$ cat src/rtl/stdout_uart_tx_if.sv
// stdout stream handshake: the core offers a 16-bit word with val, the
// consumer accepts it on any rising edge where rdy is also high.
interface stdout_uart_tx_if;
  logic        val;
  logic [15:0] data;
  logic        rdy;

  modport master (output val, output data, input rdy);
  modport slave  (input val, input data, output rdy);
endinterface

$ cat src/rtl/stdout_uart_tx.sv
// Prints each accepted stdout word as four uppercase hex digits plus CR LF,
// serialized as 8N1 UART frames; stalls the core until the word is sent.
module stdout_uart_tx #(
  parameter int CLKS_PER_BIT = 868
) (
  input  logic             clk_i,
  input  logic             rst_i,
  stdout_uart_tx_if.slave  stdout_if,
  output logic             uart_tx_o,
  output logic             busy_o
);

  localparam int TW = (CLKS_PER_BIT > 1) ? $clog2(CLKS_PER_BIT) : 1;
  localparam logic [TW-1:0] BIT_LAST     = TW'(CLKS_PER_BIT - 1);
  localparam logic [TW-1:0] LF_STOP_LAST = TW'(CLKS_PER_BIT - 2);
  localparam logic [2:0]    IDX_LAST     = 3'd5;

  typedef enum logic [1:0] {IDLE, START, DATA, STOP} state_e;

  state_e          state_q, state_d;
  logic [15:0]     word_q, word_d;
  logic [2:0]      idx_q, idx_d;
  logic [2:0]      bit_q, bit_d;
  logic [TW-1:0]   timer_q, timer_d;
  logic            tx_q, tx_d;
  logic [7:0]      char_cur;
  logic            accept;

  function automatic logic [7:0] hex_ascii(input logic [3:0] n);
    return (n < 4'd10) ? (8'h30 + {4'h0, n}) : (8'h37 + {4'h0, n});
  endfunction

  assign stdout_if.rdy = (state_q == IDLE) && !rst_i;
  assign accept        = stdout_if.val && stdout_if.rdy;
  assign uart_tx_o     = tx_q;
  assign busy_o        = (state_q != IDLE);

  always_comb begin
    case (idx_q)
      3'd0:    char_cur = hex_ascii(word_q[15:12]);
      3'd1:    char_cur = hex_ascii(word_q[11:8]);
      3'd2:    char_cur = hex_ascii(word_q[7:4]);
      3'd3:    char_cur = hex_ascii(word_q[3:0]);
      3'd4:    char_cur = 8'h0D;
      default: char_cur = 8'h0A;
    endcase
  end

  // NOTE: every always_comb output gets a default first so no path can infer a latch.
  always_comb begin
    state_d = state_q;
    word_d  = word_q;
    idx_d   = idx_q;
    bit_d   = bit_q;
    timer_d = timer_q + TW'(1);
    tx_d    = tx_q;

    case (state_q)
      IDLE: begin
        timer_d = '0;
        tx_d    = 1'b1;
        if (accept) begin
          word_d  = stdout_if.data;
          idx_d   = '0;
          bit_d   = '0;
          state_d = START;
          tx_d    = 1'b0;
        end
      end
      START: begin
        if (timer_q == BIT_LAST) begin
          timer_d = '0;
          bit_d   = '0;
          state_d = DATA;
          tx_d    = char_cur[0];
        end
      end
      DATA: begin
        if (timer_q == BIT_LAST) begin
          timer_d = '0;
          if (bit_q == 3'd7) begin
            state_d = STOP;
            tx_d    = 1'b1;
          end else begin
            bit_d = bit_q + 3'd1;
            tx_d  = char_cur[bit_q + 3'd1];
          end
        end
      end
      STOP: begin
        // The LF stop bit hands its final cycle to IDLE, where a waiting word
        // is accepted, so back-to-back words leave no idle gap on the line.
        if (idx_q == IDX_LAST) begin
          if (timer_q == LF_STOP_LAST) begin
            timer_d = '0;
            state_d = IDLE;
            tx_d    = 1'b1;
          end
        end else if (timer_q == BIT_LAST) begin
          timer_d = '0;
          idx_d   = idx_q + 3'd1;
          state_d = START;
          tx_d    = 1'b0;
        end
      end
      default: state_d = IDLE;
    endcase
  end

  // NOTE: sequential state uses non-blocking assignments so all flops update together.
  always_ff @(posedge clk_i or posedge rst_i) begin
    if (rst_i) begin
      state_q <= IDLE;
      word_q  <= '0;
      idx_q   <= '0;
      bit_q   <= '0;
      timer_q <= '0;
      tx_q    <= 1'b1;
    end else begin
      state_q <= state_d;
      word_q  <= word_d;
      idx_q   <= idx_d;
      bit_q   <= bit_d;
      timer_q <= timer_d;
      tx_q    <= tx_d;
    end
  end

endmodule

$ cat src/flat_wrapper.sv
// flat-port wrapper written by rule: the top's interface ports become plain ports
module stdout_uart_tx_flat 
#(
  parameter int CLKS_PER_BIT = 868
)
  (clk_i, rst_i, uart_tx_o, busy_o, stdout_if_val, stdout_if_data, stdout_if_rdy);
  stdout_uart_tx_if stdout_if_i ();
  input  logic clk_i;
  input  logic rst_i;
  output logic uart_tx_o;
  output logic busy_o;
  input wire logic [$bits(stdout_if_i.val)-1:0] stdout_if_val;
  input wire logic [$bits(stdout_if_i.data)-1:0] stdout_if_data;
  output wire logic [$bits(stdout_if_i.rdy)-1:0] stdout_if_rdy;
  assign stdout_if_i.val = stdout_if_val;
  assign stdout_if_i.data = stdout_if_data;
  assign stdout_if_rdy = stdout_if_i.rdy;
  stdout_uart_tx #(.CLKS_PER_BIT(CLKS_PER_BIT)) u_core (.clk_i(clk_i), .rst_i(rst_i), .stdout_if(stdout_if_i), .uart_tx_o(uart_tx_o), .busy_o(busy_o));
endmodule
$ cat config.mk
export PLATFORM = sky130hd
export DESIGN_NAME = stdout_uart_tx_flat
export DESIGN_NICKNAME = d
export VERILOG_FILES = /design/src/rtl/stdout_uart_tx_if.sv /design/src/rtl/stdout_uart_tx.sv /design/src/flat_wrapper.sv
export SDC_FILE = /design/constraint.sdc
export NUM_CORES = 1
export LEC_CHECK = 0
export CAP_MARGIN = 5
export CORE_ASPECT_RATIO = 1.2
export CORE_MARGIN = 3
export CORE_UTILIZATION = 45
export DETAILED_ROUTE_END_ITERATION = 16
export HOLD_SLACK_MARGIN = 0.15
export PLACE_DENSITY = 0.7
export RECOVER_POWER = 50
export SETUP_SLACK_MARGIN = 0.15
export SLEW_MARGIN = 15
export SYNTH_ARGS = -nofsm -noshare
export SYNTH_HDL_FRONTEND = slang
export SYNTH_SLANG_ARGS = --single-unit
$ cat constraint.sdc
create_clock -name clk_i -period 1.8 [get_ports clk_i]
set_input_delay 0.36 -clock clk_i [delete_from_list [all_inputs] [get_ports clk_i]]
set_output_delay 0.36 -clock clk_i [all_outputs]
set_load 0.005 [all_outputs]
==> results of run 1 <==
## through the flow
| stage | instances | TNS [ns] | util [%] |
|---|---|---|---|
| 6_report | 434 | -0.0998 | 73.2 |
| 3_5_place_dp | 401 | -0.281 | 59.3 |
| 2_1_floorplan | 285 | 0 | - |
| 4_1_cts | 427 | -0.00342 | 68.1 |
| 3_3_place_gp | 401 | -0.0245 | 59.3 |
| 5_1_grt | 434 | -0.280 | 73.2 |
## layout make-up
type,instances,area (um^2),share of cell area [%]
well taps,60,75.1,2.06
repair buffers,90,764,21.0
flip-flops and latches,35,880,24.2
clock inverters,3,67.6,1.86
clock buffers,5,68.8,1.89
multi-input cells,222,1700,46.8
inverters,19,82.6,2.27
## logic make-up after synthesis
logic type	count (synthesis)	synth area share, %
xor+xnor	12	4.48
simple gates	118	22.9
mux	4	1.71
compound gates	69	18.8
fa+ha+maj	18	9.61
flops	35	37.4
buf+inv	29	5.07
## state kept, by name, indices dropped and copies added, names as in the netlist
name,flops
u_core.state_q,2
u_core.uart_tx_o,1
u_core.idx_q,3
u_core.bit_q,3
u_core.timer_q,10
u_core.word_q,16
## final timing paths
path | startpoint | end | slack, ns | depth (start not counted)
max in group asynchronous | rst_i | u_core.timer_q[0] | 0.20 | 4
max | u_core.idx_q[0] | u_core.uart_tx_o | -0.1 | 7
min | u_core.bit_q[2] | u_core.bit_q[2] | 0.52 | 2
min reg2reg | u_core.bit_q[2] | u_core.bit_q[2] | 0.52 | 2
max reg2reg | u_core.idx_q[0] | u_core.uart_tx_o | -0.1 | 7
min in group asynchronous | rst_i | u_core.timer_q[1] | 1.00 | 4
## power groups by stage
stage / Combinational (W) / Clock, W / Sequential [W]
after global placement: 0.0000606 / 0 / 0.000801
after detailed placement: 0.0000617 / 0 / 0.000801
final: 0.0000591 / 0.000875 / 0.000786
after global routing: 0.0000657 / 0.000925 / 0.000786
after CTS: 0.0000626 / 0.000879 / 0.000786
after floorplan: 0.0000126 / 0 / 0.000801
## Yosys cell counts, types with 3 or more instances
cell type  number  area, um^2
dfrtp_1        34         851
inv_1          19        71.3
a21oi_1        10        50.1
and4b_1         3        30.0
a31oi_1         3        18.8
nor2_1         22        82.6
o21ai_0        28         140
mux2i_1         4        40.0
nand2_1        63         236
clkbuf_1        7        26.3
ha_1           18         225
nand2b_1        3        18.8
xnor2_1         8        70.1
xor2_1          4        35.0
nor2b_1         3        18.8
nand3_1        11        55.1
## tightest hold or removal path, cell delays in order (launching register included)
cell	delay, ns
dfrtp_1	0.36
nand2_1	0.06
o21ai_1	0.06
## metal layers
layer  vias to the layer above  global-route usage [%]  part of all wire, %
met4                         0                    10.8                  3.2
met5                         -                       0                    0
li1                       1162                       -                    -
met3                        21                    5.09                  5.2
met1                      1164                    27.6                   41
met2                        94                    35.7                   51
## what timing repair did
| action | CTS | global route |
|---|---|---|
| pin swaps | 14 | 19 |
| setup buffers | 18 | 6 |
| hold buffers | 0 | 0 |
| setup endpoints to repair | 22 | 20 |
| cloned | 0 | 1 |
| resized for setup | 48 | 54 |
==> results summary, run 1 <==
For this run, the number of Yosys warnings is 0. The placer's final routability congestion estimate came out at 0.990. The post-synth net total came out at 322. Net switching is 20.1% of the power. The worst endpoint required time is 2.03 ns. The final count of hold timing violations came out at 0. The maximum fanout encountered on the critical timing path came out at 4. The tightest min-delay check is of the flip-flop to flip-flop type. The checks that failed: setup timing. In the synthesized netlist the async set-or-reset flop fraction comes to 100%.

Internal power comes to 0.00137 W. The root buffer cell is clkbuf_8. The floorplan step set the die width to 71.9 um. The clock sink total is 35.

The initial utilization of the core area, before any placement, comes to 47.1%. 0 antenna diodes ended up in the layout. Measured against its own limit, the worst slew margin works out to 40.2%. The number of synthesized flops with an enable pin came out at 0. The clock passes through at most 2 buffers. The transition at the pin with the smallest max-transition slack came out at 0.898 ns.

The worst setup slack after placement came out at -0.0543 ns. The proportion of synthesized chip area in sequential cells came out at 37.4%. The critical path launch point type is a flip-flop. The final net count is 410. The run finished, with violations left. The DRC violation count after routing is 0.

The buffering stage count on the worst path with inverters included is 0. Summing every instance area after synthesis gives 2340 um^2. The signal on the critical path passes through ha_4 > and2b_2 > a222oi_1 > nand2_1 > a31o_1 > o2bb2ai_1 > a41o_1. The worst vdd rail ir drop is 0.000452 V. The clock buffer count from CTS is 5. The total number of placement rows came out at 28. The count of boundary I/O pins came out at 22. The number of pins with negative max-slew slack in the final report is 0. Using the TritonRoute via totals, the vias-per-cell ratio works out to 5.62. Of the total power, registers draw 45.7%.

The number of DRC violations after detailed-routing iteration 0 came out at 229. The clock latency on the worst-skew pair came out at 0.30 ns. On the critical path the largest part of the delay comes from compound AO/OA/AOI/OAI gates.

The cell area power density is 472 nW/um^2. The clock edge transition at the registers on the reported setup and hold paths came out at 0.08 ns. Based on the critical path, the design can be clocked at up to 0.526 GHz. The number of global-route vias before repair is 2,314. The smallest clock period supported by the final layout is computed as 1.90 ns. The total overflow left after global routing is 0. TritonCTS built the clock tree. The proportion of power drawn by the clock network came out at 50.9%. Setup violations remaining at the end of the flow were counted as 1. The capturing element type of the critical path is a flip-flop.

The post-synthesis area per instance came out at 8.23 um^2. The largest net degree at the start of global routing came out at 36. Among all stages on the critical path, the largest delay is contributed by dfrtp_2.

The detailed-route via count is 2,441. Setup repair after global routing could not meet its margin everywhere. The worst path setup slack after routing came out at -0.0998 ns. The area of placed instances came out at 2950 um^2. Wires add up to 7450 um. Dividing the detail-routed wire length by the instance count gives 17.2 um. The post-route standard cell area excluding fillers came out at 3640 um^2. The count of different cell masters after synthesis is 52. The net switching power of the design is 0.000346 W. The H-tree was split into 2 levels. The layout cell share with drive strength beyond 1 came out at 36.6%. Among all flip-flop cells after synthesis, the most frequent one is dfrtp_1. Dividing the final minimum period by the clock period gives 106%. The first global-routing pass estimated 10,600 um of wire. The detail route stage leaves a number of antenna-violating nets equal to 0. Across all hold checks on the routed design, the worst slack comes to 0.516 ns. The total die area came out at 6120 um^2.

The overall die height is 85.1 um. Counting the fill cells in the layout gives 343. The largest single stage delay on the critical path is 0.46 ns. The total design power came out at 0.00172 W. The count of port buffers added during placement is 21. The number of synthesized register bits came out at 35. The first detailed-routing pass ran for 5 iterations. Data on the critical path arrives at its endpoint at 2.13 ns.

In the synthesized netlist, the number of instances is 285. The combined global-route utilization of all metal layers came out at 22.1%. The area added between synthesis and finish came out at 55.3%. The static leakage is 1.60 nW. Per report_power, the combinational group accounts for 3.4% of the total. The number of violations of the max-capacitance limit came out at 0. The startpoint-to-endpoint class of the critical path is flip-flop to flip-flop. On the final layout, the worst clock skew is 0.00917 ns. The number of antenna violations at the first check in global routing came out at 0.

The area of the core is 4970 um^2. The library cells used most frequently in the layout, excluding fill and tap cells, are nand2_1 (54), buf_4 (54), dfrtp_1 (32). Detailed placement finished with a half-perimeter wire length of 4160 um.
Note: power is estimated with default switching activity, not from simulation.
==> inputs of run 2 (changes only) <==
--- a/config.mk
+++ b/config.mk
@@ -8,10 +8,10 @@
 export CAP_MARGIN = 5
 export CORE_ASPECT_RATIO = 1.2
 export CORE_MARGIN = 3
-export CORE_UTILIZATION = 45
+export CORE_UTILIZATION = 30
 export DETAILED_ROUTE_END_ITERATION = 16
 export HOLD_SLACK_MARGIN = 0.15
-export PLACE_DENSITY = 0.7
+export PLACE_DENSITY = 0.51
 export RECOVER_POWER = 50
 export SETUP_SLACK_MARGIN = 0.15
 export SLEW_MARGIN = 15
==> constraint.sdc (replaced) <==
create_clock -name clk_i -period 1.6 [get_ports clk_i]
set_input_delay 0.32 -clock clk_i [delete_from_list [all_inputs] [get_ports clk_i]]
set_output_delay 0.32 -clock clk_i [all_outputs]
set_load 0.005 [all_outputs]
==> run 2 against run 1 <==
The flow still finishes with violations (setup timing). Die area rose by 46%. Clock skew down 0.0027 ns. Flip-flop and latch count did not move. Sequential share of layout area hardly changed. Global-route usage fell by 7.1 points. Hold slack got worse by 0.0093 ns. Routed wire length down 14%. Critical endpoint unchanged.
==> results summary, run 2 (synthesis gave the netlist of run 1 again) <==
The flow ran to the end, but the final reports show violations. The checks that failed: setup timing. The clock edge transition at the registers on the reported setup and hold paths came out at 0.08 ns (about the same).

The total number of placement rows is 34 (+21%). The transition at the pin with the smallest max-transition slack is 0.912 ns (+0.0144 ns). In this run the critical register-to-register path is captured at u_core.uart_tx_o.

The worst path setup slack after routing is -0.243 ns (-0.144 ns). The most flop-heavy register is u_core.word_q. The placer's final routability congestion estimate came to 0.819 (-17%). The capturing element type of the critical path is a flip-flop. The layout cell share with drive strength beyond 1 is 38.6% (+2.0 points). The global-route wire length before repair came out at 10,600 um (+0.72%). The worst setup path is launched from a flip-flop. The count of endpoints failing setup in the final report is 18 (+17). Leaving out fill and tap cells, the most frequent cell in the layout is buf_4. The final count of hold timing violations is 0 (unchanged). The cell area power density is 437 nW/um^2 (-7.5%). The static leakage is 1.62 nW (+0.71%). The count of boundary I/O pins is 22 (unchanged). The largest registers in the layout are u_core.word_q: 16 flops, u_core.timer_q: 10 flops. The post-detailed-routing wire length is 6430 um (-14%). The placed cell count was 450 (+12%). The top achievable clock speed is 0.542 GHz (+3.1%). The worst reg2reg path startpoint is u_core.idx_q[1]. The data arrival time of the worst path is 2.07 ns (-0.06 ns). The initial core utilization is 31.7% (-15 points). The clock latency on the worst-skew pair came out at 0.29 ns (about the same). The min-delay analysis places its worst path in the category flip-flop to flip-flop. The half-perimeter wire length after detailed placement is 4520 um (+8.6%). The global-route congestion overflow total was 0 (unchanged).

The clock buffer count from CTS was 5 (unchanged). The overall die height came out at 103 um (+21%). The internal reg-to-reg setup slack came to -0.24 ns (-0.14 ns). The via density per instance is 4.94 (-12%). The combined global-route utilization of all metal layers is 15.0% (-7.1 points). The number of buffers on the longest clock path was 2 (unchanged). The filler cell count in the final layout came out at 752 (+120%). The clock sink total came to 35 (unchanged).

Walking the worst path, the cells encountered are inv_2 > ha_4 > and2b_2 > a22o_1 > a221oi_1 > o31a_1 > o21ai_0 > a41o_1. The number of cells traversed by the worst register-to-register path was 8 (+1). Clock tree synthesis selected as its root buffer the cell clkbuf_8.

The critical path ends at u_core.uart_tx_o. The area added between synthesis and finish came out at 55.3% (unchanged). The final net count is 417 (+1.7%). The number of global-route vias before repair came out at 2,333 (+0.82%).

The clock skew is 0.00648 ns (-0.00269 ns). The critical path starts at u_core.idx_q[1]. TritonCTS built the clock tree. The worst vdd rail ir drop is 0.000299 V (-34%). The number of antenna violations at the first check in global routing is 0 (unchanged). The detailed-route via count came out at 2,325 (-4.8%).

The largest net degree at the start of global routing is 36 (unchanged). The count of port buffers added during placement is 21 (unchanged). The post-route standard cell area excluding fillers came to 3640 um^2 (unchanged). The CTS H-tree depth is 2 (unchanged). Setup repair after global routing could not meet its margin everywhere.

Leaving out fill and tap cells, the most frequent cells in the layout are buf_4 (67), nand2_1 (46), dfrtp_1 (33). The number of DRC violations after detailed-routing iteration 0 came out at 135 (-41%). The final routed wire length divided by cell count came out at 13.7 um (-20%). The number of pins with negative max-slew slack in the final report is 0 (unchanged). The maximum cell stage delay along the critical path came out at 0.39 ns (-0.07 ns). The area of placed instances is 3190 um^2 (+8.3%). The number of iterations in the first detailed-routing pass is 4 (-1). The final antenna diode count is 0 (unchanged). The count of hold buffers inserted by post-cts repair came out at 0 (unchanged). The slowest stage of the critical path belongs to the cell dfrtp_1. The DRC violation count after routing came out at 0 (unchanged). The die width came out at 86.7 um (+21%). The worst endpoint required time is 1.82 ns (-0.21 ns). The final standard cell count with taps included and fillers excluded came out at 471 (+8.5%). The maximum fanout encountered on the critical timing path is 5 (+1).

The fraction of the cycle the final worst path needs is 115% (+9.7 points). The startpoint-to-endpoint class of the critical path is flip-flop to flip-flop. The number of violations of the max-capacitance limit is 0 (unchanged). The max-slew headroom at the worst pin is 39.2% (-0.96 points).

The shortest period the worst path allows is 1.84 ns (-0.0564 ns). The number of nets still failing antenna checks after routing came out at 0 (unchanged). The area of the core is 7400 um^2 (+49%). The total die area is 8920 um^2 (+46%). The number of flip-flops under the largest register name came out at 16 (unchanged).
==> run 2: metal layers <==
metal	share of wire, %	up-vias	GRT usage (%)
li1	-	1176	-
met1	44	1093	18.1
met2	50	45	26.6
met3	3.4	11	3.04
met4	1.8	0	4.68
met5	0	-	0
==> run 2: per-stage QoR <==
stage | setup TNS, ns | worst slack, ns | hold WS, ns | utilization (%) | total power [W]
2_1_floorplan | -1.82 | -0.126 | 0.271 | - | 0.000916
3_3_place_gp | -2.45 | -0.209 | 0.478 | 43.2 | 0.000970
3_5_place_dp | -3.47 | -0.259 | 0.492 | 43.2 | 0.000970
4_1_cts | -2.46 | -0.253 | 0.512 | 46.3 | 0.00163
5_1_grt | -4.69 | -0.396 | 0.532 | 49.2 | 0.00166
6_report | -1.03 | -0.243 | 0.506 | 49.2 | 0.00159
==> run 2: timing repair <==
| action | 4_1_cts | 5_1_grt |
|---|---|---|
| buffers inserted | 7 | 5 |
| pin swaps | 13 | 29 |
| gates resized for setup | 30 | 46 |
| endpoints found under the setup margin | 26 | 27 |
| cloned | 1 | 0 |
==> run 2: area by class of cell <==
type | count | area, um^2 | share of cell area [%]
Clock buffer | 7 | 76.3 | 2.10
Timing Repair Buffer | 97 | 821 | 22.5
Tap cell | 90 | 113 | 3.09
Multi-Input combinational cell | 222 | 1670 | 45.9
Sequential cell | 35 | 878 | 24.1
Clock inverter | 1 | 5.00 | 0.137
Inverter | 19 | 77.6 | 2.13
==> run 2: worst min-delay path by stage <==
stage | startpoint | end | slack (ns) | depth (start not counted)
5_1_grt | u_core.bit_q[2] | u_core.bit_q[2] | 0.53 | 2
3_5_place_dp | u_core.bit_q[1] | u_core.bit_q[1] | 0.49 | 2
4_1_cts | u_core.bit_q[1] | u_core.bit_q[1] | 0.51 | 2
6_report | u_core.bit_q[2] | u_core.bit_q[2] | 0.51 | 2
3_3_place_gp | u_core.bit_q[2] | u_core.bit_q[2] | 0.48 | 2
2_1_floorplan | rst_i | u_core.bit_q[0] | 0.27 | 1
==> run 2: critical path, delay by kind of cell, from the launching register on <==
kind,cells,cell delay (ns)
buf+inv,1,0.08
simple gates,1,0.22
flops,1,0.39
fa+ha+maj,1,0.17
compound gates,5,0.93
==> run 2: report_power, final <==
| group | switching (W) | internal [W] | total (W) | leakage [nW] |
|---|---|---|---|---|
| logic | 0.0000278 | 0.0000394 | 0.0000671 | 1.17 |
| registers | 0 | 0.000884 | 0.000884 | 0.403 |
| clock network | 0.000333 | 0.000306 | 0.000639 | 0.0422 |
==> inputs of run 3 (changes only) <==
--- a/config.mk
+++ b/config.mk
@@ -13,6 +13,7 @@
 export HOLD_SLACK_MARGIN = 0.15
 export PLACE_DENSITY = 0.51
 export RECOVER_POWER = 50
+export REMOVE_ABC_BUFFERS = 1
 export SETUP_SLACK_MARGIN = 0.15
 export SLEW_MARGIN = 15
 export SYNTH_ARGS = -nofsm -noshare
==> run 3 against run 2 <==
Clock skew is 0.0015 ns higher. Utilization is 2.2 points higher. Count of clock-buffer cells in the layout down 2. Fmax decreased by 0.19%. Via count rose by 2.4%. First-iteration DRC count shrank 48%. Clock power rose by 30%. The flow still finishes with violations (setup timing).
==> results summary, run 3 (synthesis gave the netlist of run 1 again) <==
The clock latency on the worst-skew pair is 0.30 ns (about the same). The signal on the critical path passes through inv_2 > ha_2 > nor2b_2 > a222oi_1 > nand2_1 > a31o_1 > o2bb2ai_1 > a41o_1. The worst register-to-register path begins at u_core.idx_q[0]. Setup repair after global routing could not meet its margin everywhere. The flow ran to the end, but the final reports show violations.

The final net count is 425 (+1.9%). The setup path with the least slack is of type flip-flop to flip-flop. The maximum cell stage delay along the critical path was 0.44 ns (+0.05 ns).

The clock edge transition at the registers on the reported setup and hold paths came to 0.07 ns (about the same). The source of the critical timing path is u_core.idx_q[0]. On the critical path, the stage with the largest delay is an instance of dfrtp_2. The number of DRC violations after detailed-routing iteration 0 came to 70 (-48%). The clock sink total was 35 (unchanged). The global-route track usage on met2 came to 27.6% (+1.0 points). The worst vdd rail ir drop was 0.000311 V (+4.0%). The fraction of the cycle the final worst path needs is 115% (+0.22 points). The final count of hold timing violations was 0 (unchanged). The number of cells traversed by the worst register-to-register path is 8 (unchanged). The count of boundary I/O pins came out at 22 (unchanged).

The capturing element type of the critical path is a flip-flop. The critical path launch point type is a flip-flop. The area growth from synthesis to layout is 62.2%. The initial core utilization is 31.7% (unchanged). The number of pins with negative max-slew slack in the final report is 0 (unchanged).

The number of iterations in the first detailed-routing pass is 4 (unchanged). The number of antenna violations at the first check in global routing came out at 0 (unchanged). The global routing's busiest layer is met2. The clock skew came out at 0.00800 ns (+0.00152 ns).

The final antenna diode count is 0 (unchanged). The placer's final routability congestion estimate is 0.873 (+6.7%). The final reports fail on setup timing.

The worst endpoint required time came out at 1.83 ns (about the same). The largest net degree at the start of global routing was 36 (unchanged). The tightest min-delay check is of the flip-flop to flip-flop type. The data arrival time of the worst path is 2.08 ns (about the same). The top achievable clock speed is 0.541 GHz (-0.19%). The capture point of the critical path is u_core.uart_tx_o.

The layout cell share with drive strength beyond 1 was 41.4% (+2.8 points). The total internal power was 0.00139 W (+13%). The area of the core is 7400 um^2 (unchanged).

The filler cell count in the final layout was 719 (-4.4%). The most flop-heavy register is u_core.word_q. The max-slew headroom at the worst pin came out at 37.2% (-2.0 points). The die width came out at 86.7 um (unchanged).

The worst register-to-register path ends at u_core.uart_tx_o. The final worst hold slack was 0.520 ns (+0.0137 ns). The clock buffer count from CTS is 5 (unchanged). The half-perimeter wire length after detailed placement came out at 4650 um (+2.8%).

The number of buffers on the longest clock path is 2 (unchanged). The combined flip-flop and latch cell area came to 878 um^2 (unchanged). The detailed-route via count is 2,381 (+2.4%).

The largest registers in the layout are u_core.word_q: 16 flops, u_core.timer_q: 10 flops. The global-route wire length before repair is 11,000 um (+3.8%). The worst path setup slack after routing is -0.247 ns (-0.00353 ns).

The static leakage is 1.70 nW (+5.2%). The total die area is 8920 um^2 (unchanged). The number of global-route vias before repair is 2,408 (+3.2%). The post-detailed-routing wire length is 6800 um (+5.7%). TritonCTS built the clock tree.

The number of flip-flops under the largest register name is 16 (unchanged). The number of violations of the max-capacitance limit came to 0 (unchanged). The net switching power of the design is 0.000391 W (+8.4%).

The fraction of power consumed by sequential logic came to 49.7% (-5.9 points). The count of port buffers added during placement is 21 (unchanged). The met3 usage in global routing is 2.32% (-0.72 points). The maximum fanout encountered on the critical timing path is 3 (-2).

The transition at the pin with the smallest max-transition slack came out at 0.943 ns (+0.0305 ns). The cell family contributing the most delay on the critical path is compound AO/OA/AOI/OAI gates. CTS placed an instance of clkbuf_8 at the clock tree root. The final routed wire length divided by cell count is 14.2 um (+4.0%). The buffering stage count on the worst path with inverters included was 1 (unchanged).

The number of nets still failing antenna checks after routing came to 0 (unchanged). The shortest period the worst path allows is 1.85 ns (+0.00353 ns). The met1 usage was 18.8% (+0.75 points).

The internal reg-to-reg setup slack came out at -0.25 ns (about the same). The area taken by multi-input logic gates is 1670 um^2 (about the same). The combined global-route utilization of all metal layers came out at 15.6% (+0.67 points). The power share of the combinational group is 3.7% (-0.5 points). The critical path depth in cells came to 8 (unchanged). The overall die height came to 103 um (unchanged). The cell area power density is 468 nW/um^2 (+7.1%).

In the layout the commonest cells are buf_4 (69), nand2_1 (55), dfrtp_1 (33). The via density per instance is 4.97 (+0.70%). The total number of placement rows came out at 34 (unchanged).

The proportion of power drawn by the clock network is 46.6% (+6.4 points). Leaving out fill and tap cells, the most frequent cell in the layout is buf_4. The global-route congestion overflow total is 0 (unchanged).

The DRC violation count after routing was 0 (unchanged). The CTS H-tree depth is 2 (unchanged). The total design power came out at 0.00178 W (+12%).

The switching share of total power came out at 22.0% (-0.70 points). The count of endpoints failing setup in the final report came to 19 (+1). The count of hold buffers inserted by post-cts repair came out at 0 (unchanged).
run 3: cell count changes in the layout (fill, tap and decap cells not counted), moves of 4 or more:
cell     change
o21ai_1      +6
o21ai_0      -8
nand2_4      -6
nand2_2      -4
buf_6        +4
nand2_1      +9
run 3: worst min path at each step:
stage                        from                end  slack (ns)  cells past startpoint
2_1_floorplan  stdout_if_data[10]  u_core.word_q[10]        0.43                      2
3_3_place_gp      u_core.bit_q[2]    u_core.bit_q[2]        0.48                      2
3_5_place_dp      u_core.bit_q[1]    u_core.bit_q[1]        0.49                      2
4_1_cts           u_core.bit_q[1]    u_core.bit_q[1]        0.51                      2
5_1_grt           u_core.bit_q[2]    u_core.bit_q[2]        0.54                      2
6_report          u_core.bit_q[1]    u_core.bit_q[1]        0.52                      2
run 3: tightest hold or removal path, cell delays in order (launching register included):
cell and delay (ns):
dfrtp_1 0.36, nand2_1 0.06, o21ai_1 0.06
run 3: metal layers:
layer  wire length [um]  share of wire (%)
met4                182                2.7
met5                  0                  0
met2               3570                 53
met1               2830                 42
met3                215                3.2
run 3: timing repair:
item	4_1_cts	5_1_grt
setup buffers	7	7
gates cloned	1	1
gates resized for setup	79	42
setup endpoints to repair	38	37
pin swaps	33	15
run 3: power groups by stage:
stage / registers, W / clock network [W] / logic, W
floorplan: 0.000901 / 0 / 0.0000137
global placement: 0.000901 / 0 / 0.0000658
detailed placement: 0.000901 / 0 / 0.0000669
CTS: 0.000884 / 0.000848 / 0.0000683
global route: 0.000884 / 0.000880 / 0.0000717
finish: 0.000884 / 0.000829 / 0.0000654
run 3: area by class of cell:
cell class	instances	share of cell area, %
sequential	35	23.1
inverter	19	1.94
tap	90	2.96
clock inverter	3	1.15
clock buffer	5	1.81
multi-input combinational	221	44.0
timing repair buffer	106	25.1
run 3: stage by stage:
step	util, %	setup slack [ns]	setup TNS (ns)	cell area [um^2]	cells
4_1_cts	48.1	-0.218	-0.957	3560	471
3_5_place_dp	42.6	-0.274	-2.33	3150	455
2_1_floorplan	-	-0.642	-8.15	2300	275
5_1_grt	51.4	-0.333	-3.77	3800	479
6_report	51.4	-0.247	-1.51	3800	479
3_3_place_gp	42.6	-0.249	-2.00	3150	455
